**src/rtl/tree_sum_accumulator.sv**
```systemverilog
// Frame accumulator for the adder-tree sum stream.
// Adds 2**N_LOG2 accepted samples into one frame total and presents the total
// and its truncated mean through a one-deep valid/ready output register.
// Accumulation of the next frame continues while a result waits. The only
// stall is when the final sample of a frame would overwrite an untaken result.
module tree_sum_accumulator #(
  parameter int N_LOG2 = 3,
  parameter int WIDTH  = 16
) (
  input  logic                    clk,
  input  logic                    rst,
  input  logic                    in_valid,
  input  logic [WIDTH-1:0]        in_data,
  output logic                    in_ready,
  input  logic                    sync_clr,
  output logic                    out_valid,
  input  logic                    out_ready,
  output logic [WIDTH+N_LOG2-1:0] out_sum,
  output logic [WIDTH-1:0]        out_avg,
  output logic [7:0]              frame_cnt
);

  localparam int SW = WIDTH + N_LOG2;

  // The frame total cannot overflow: 2**N_LOG2 samples of WIDTH bits fit in SW bits.
  logic [SW-1:0]     acc;
  logic [N_LOG2-1:0] cnt;

  logic          is_last;
  logic          accept;
  logic          complete;
  logic          handoff;
  logic [SW-1:0] frame_total;

  assign is_last     = (cnt == {N_LOG2{1'b1}});
  assign frame_total = acc + SW'(in_data);

  // in_ready depends only on cnt, out_valid, out_ready and sync_clr, never on in_valid.
  assign in_ready = !sync_clr && !(is_last && out_valid && !out_ready);
  assign accept   = in_valid && in_ready;
  assign complete = accept && is_last;
  assign handoff  = out_valid && out_ready;

  // Accumulator and sample counter: cleared by sync_clr, advanced on each accepted sample.
  // NOTE: sequential state uses non-blocking assignments only, so every register
  // samples pre-edge values and the block order does not matter.
  always_ff @(posedge clk or posedge rst) begin
    if (rst) begin
      acc <= '0;
      cnt <= '0;
    end else if (sync_clr) begin
      acc <= '0;
      cnt <= '0;
    end else if (accept) begin
      if (is_last) begin
        acc <= '0;
        cnt <= '0;
      end else begin
        acc <= frame_total;
        cnt <= cnt + N_LOG2'(1);
      end
    end
  end

  // Output register: loads on completion, drops on handoff, otherwise holds.
  // A completion that coincides with a handoff reloads and keeps out_valid high.
  always_ff @(posedge clk or posedge rst) begin
    if (rst) begin
      out_valid <= 1'b0;
      out_sum   <= '0;
      out_avg   <= '0;
    end else if (complete) begin
      out_valid <= 1'b1;
      out_sum   <= frame_total;
      out_avg   <= frame_total[SW-1:N_LOG2];
    end else if (handoff) begin
      out_valid <= 1'b0;
    end
  end

  // Count of results taken by the consumer. It wraps naturally at 8 bits.
  always_ff @(posedge clk or posedge rst) begin
    if (rst) begin
      frame_cnt <= '0;
    end else if (handoff) begin
      frame_cnt <= frame_cnt + 8'd1;
    end
  end

endmodule

```
**config.mk**
```make
export PLATFORM = sky130hd
export DESIGN_NAME = tree_sum_accumulator
export DESIGN_NICKNAME = d
export VERILOG_FILES = /design/src/rtl/tree_sum_accumulator.sv
export SDC_FILE = /design/constraint.sdc
export NUM_CORES = 1
export LEC_CHECK = 0
export ABC_CLOCK_PERIOD_IN_PS = 2650
export CAP_MARGIN = 20
export CORE_ASPECT_RATIO = 1.4
export CORE_MARGIN = 2
export CORE_UTILIZATION = 50
export DETAILED_ROUTE_END_ITERATION = 12
export PLACE_DENSITY = 0.86
export RECOVER_POWER = 25
export SLEW_MARGIN = 20
export SYNTH_ARGS = -nofsm -noshare
export SYNTH_HDL_FRONTEND = slang
export SYNTH_SLANG_ARGS = --single-unit
```
**constraint.sdc**
```tcl
create_clock -name clk -period 2.65 [get_ports clk]
set_input_delay 0.53 -clock clk [delete_from_list [all_inputs] [get_ports clk]]
set_output_delay 0.53 -clock clk [all_outputs]
set_load 0.01 [all_outputs]
```
==> results.toml <==
[status]
status = "finished with violations"
failed_checks = "setup timing"

[finish]
antenna_cells = 0
finalNetCount = 383
fin_util = 0.702
multi_input_area_um2 = 1480
final.fill_count = 401
drive_above_1_share = 0.195
syn2layout_area_growth_pct = 36.1
ff_latch_area_um2 = 1250

[place]
port_buffers = 65
dp_hpwl_um = 4570
gp_congestion = 0.914

[sta]
finalMaxSlewViolations = 0
tightest_slew_ns = 1.02
period_minus_slack_ns = 2.67
tns_ns = -0.0163
max_clock_freq_ghz = 0.375
slew_headroom = 0.320
clock_skew_ns = 0.00902
final-hold-violation-count = 0
period_share = 1.01
setup_viol = 1
fin_ws_ns = -0.0163

[cts]
cts_tree = "done"
cts.sinks = 50
root_buffer = "clkbuf_8"
clkSlewWorstSetupHoldPaths_ns = 0.09
cts_buffer_depth = 2
ctsHoldBuffers = 0
clkLatencyLatePin_ns = 0.31
cts_made_buffers = 5
htreeDepth = 2

[routing]
drc = 0
vias = 2272
via_per_inst = 5.53
drtAntennaViolNets = 0
wire_per_inst_um = 15.8
wl_um = 6510
firstDrtPassIters = 4
drt-initial-drc-count = 189

[worst_setup_path]
crit_path_cell_trace = "clkdlybuf4s50_1 > ha_1 > a21o_1 > a21oi_1 > o21ai_0 > a41oi_2 > o21ai_0 > xnor2_1 > mux2_2"
cp.required_ns = 2.85
cpMostUsedCell = "o21ai_0"
slowest_stage = "clkdlybuf4s50_1"
end_kind = "register"
worstPathMaxFanout = 5
crit_path_start_kind = "primary input"
crit_type = "in2reg"
critical_path_arrival_ns = 2.86
slowest_delay_ns = 0.43

[power]
ir_worst_vdd_mv = 0.361
swShare = 0.311
power.leakage_nw = 1.83
switchingPower_mw = 0.751
powerDensity_nw_per_um2 = 627
share_seq_of_total_power = 0.366
p_int_mw = 1.66
clockPowerShare = 0.272
comb_power_share = 0.362

[synth]
synth-seq-cells = 50
synth_largest_area_cell = "dfrtp_1"
yosysWarnings = 0
ys_types = 40
synth_nets = 303
post-synth-top-count-cell = "dfrtp_1"
ys_top_cells_by_count = "50 x dfrtp_1, 21 x nand2_1, 19 x ha_1"
synthCells = 262
synthArstFlopShare = 1.00
avgSynthCellArea_um2 = 10.8
syn_area_um2 = 2830
synth_flop_cell = "dfrtp_1"
yosys-top-cells-area = "dfrtp_1 44%, ha_1 8.4%, mux2_2 7.2%"
netlist.area_leader.share = 0.442
synth.yosys.seq_area_share = 0.442
synth_edf_count = 0

[die]
die-width_um = 67.6
start_util = 0.516
die_area_um2 = 6280
io-pin-count = 66
core_um2 = 5490
die_h_um = 93
fp-row-count = 32

[global_route]
grtUsageTotal = 0.220
grt_max_degree = 23
grt_remaining_overflow = 0
grt_pass1_vias = 2364
grt_pass1_wl_um = 10500
antenna_found_initial = 0

[run]
drv_cap = 0

[min_path]
hold_class = "reg2reg"
[cell usage in the layout (no fill, tap or decap), types with 10 or more instances in the layout]
cell type | netlist | final
a21oi_1 | 15 | 15
a22o_1 | 16 | 16
buf_4 | 16 | 28
clkdlybuf4s50_1 | 0 | 61
dfrtp_1 | 50 | 50
ha_1 | 19 | 17
mux2_2 | 18 | 18
nand2_1 | 21 | 21
xnor2_1 | 12 | 12
xor2_1 | 10 | 10
[cells by family after synthesis]
logic type / synth area share
compound gates: 0.161
flops: 0.442
fa+ha+maj: 0.0911
mux: 0.0823
buf+inv: 0.0584
simple gates: 0.0973
xor+xnor: 0.0681
[stage by stage]
| stage | std cells | setup WS (ns) | area (µm²) | total power, mW | hold WS, ns |
|---|---|---|---|---|---|
| final | 411 | -0.0163 | 3850 | 2.41 | 0.493 |
| after global routing | 411 | -0.0854 | 3850 | 2.54 | 0.521 |
| after CTS | 409 | 0.0164 | 3790 | 2.37 | 0.501 |
| after detailed placement | 401 | -0.342 | 3630 | 1.70 | 0.484 |
| after global placement | 401 | -0.306 | 3630 | 1.67 | 0.463 |
| after floorplan | 262 | 0.201 | 2830 | 1.41 | 0.470 |
[worst paths after layout]
path / startpoint / to / slack (ns) / cells past startpoint
max in group asynchronous: rst / out_sum[10] / 0.57 / 3
min: frame_cnt[7] / frame_cnt[7] / 0.49 / 1
max: in_data[6] / out_sum[11] / -0.02 / 9
max reg2reg: acc[6] / out_sum[11] / 0.27 / 8
min reg2reg: frame_cnt[7] / frame_cnt[7] / 0.49 / 1
min in group asynchronous: rst / out_valid / 0.74 / 2
[layer usage]
layer	GRT usage	vias up	routed length (µm)
li1	-	1077	-
met1	0.249	1112	2490
met2	0.395	68	3530
met3	0.0433	15	334
met4	0.0833	0	152
met5	0	-	0
[sequential cells by signal, summed over array words and instances, names as in the netlist]
name	cells
cnt	3
acc	19
out_sum	19
out_valid	1
frame_cnt	8
[final cells by class]
| cell class | count | share of cell area |
|---|---|---|
| multi-input combinational | 184 | 0.383 |
| sequential | 50 | 0.325 |
| timing repair buffer | 95 | 0.227 |
| tap | 68 | 0.0221 |
| clock buffer | 6 | 0.0214 |
| clock inverter | 2 | 0.0156 |
| inverter | 6 | 0.00585 |
[critical path, delay by kind of cell]
| kind | cells | cell delay (ns) |
|---|---|---|
| buf+inv | 1 | 0.43 |
| xor+xnor | 1 | 0.18 |
| compound gates | 5 | 1.09 |
| fa+ha+maj | 1 | 0.36 |
| mux | 1 | 0.27 |
[power by group through the flow]
stage               Combinational [mW]  Clock, mW  Sequential, mW
floorplan                        0.523          0           0.887
global placement                 0.774          0           0.893
detailed placement               0.801          0           0.897
CTS                              0.830      0.661           0.882
global route                     0.955      0.691           0.894
finish                           0.873      0.656           0.883
[timing repair]
action / in CTS / in global routing
cloned: 0 / 0
setup endpoints to repair: 8 / 13
pin swaps: 0 / 8
buffers inserted: 0 / 2
gates resized for setup: 3 / 10
No activity file was read; power rests on OpenSTA's default activity.
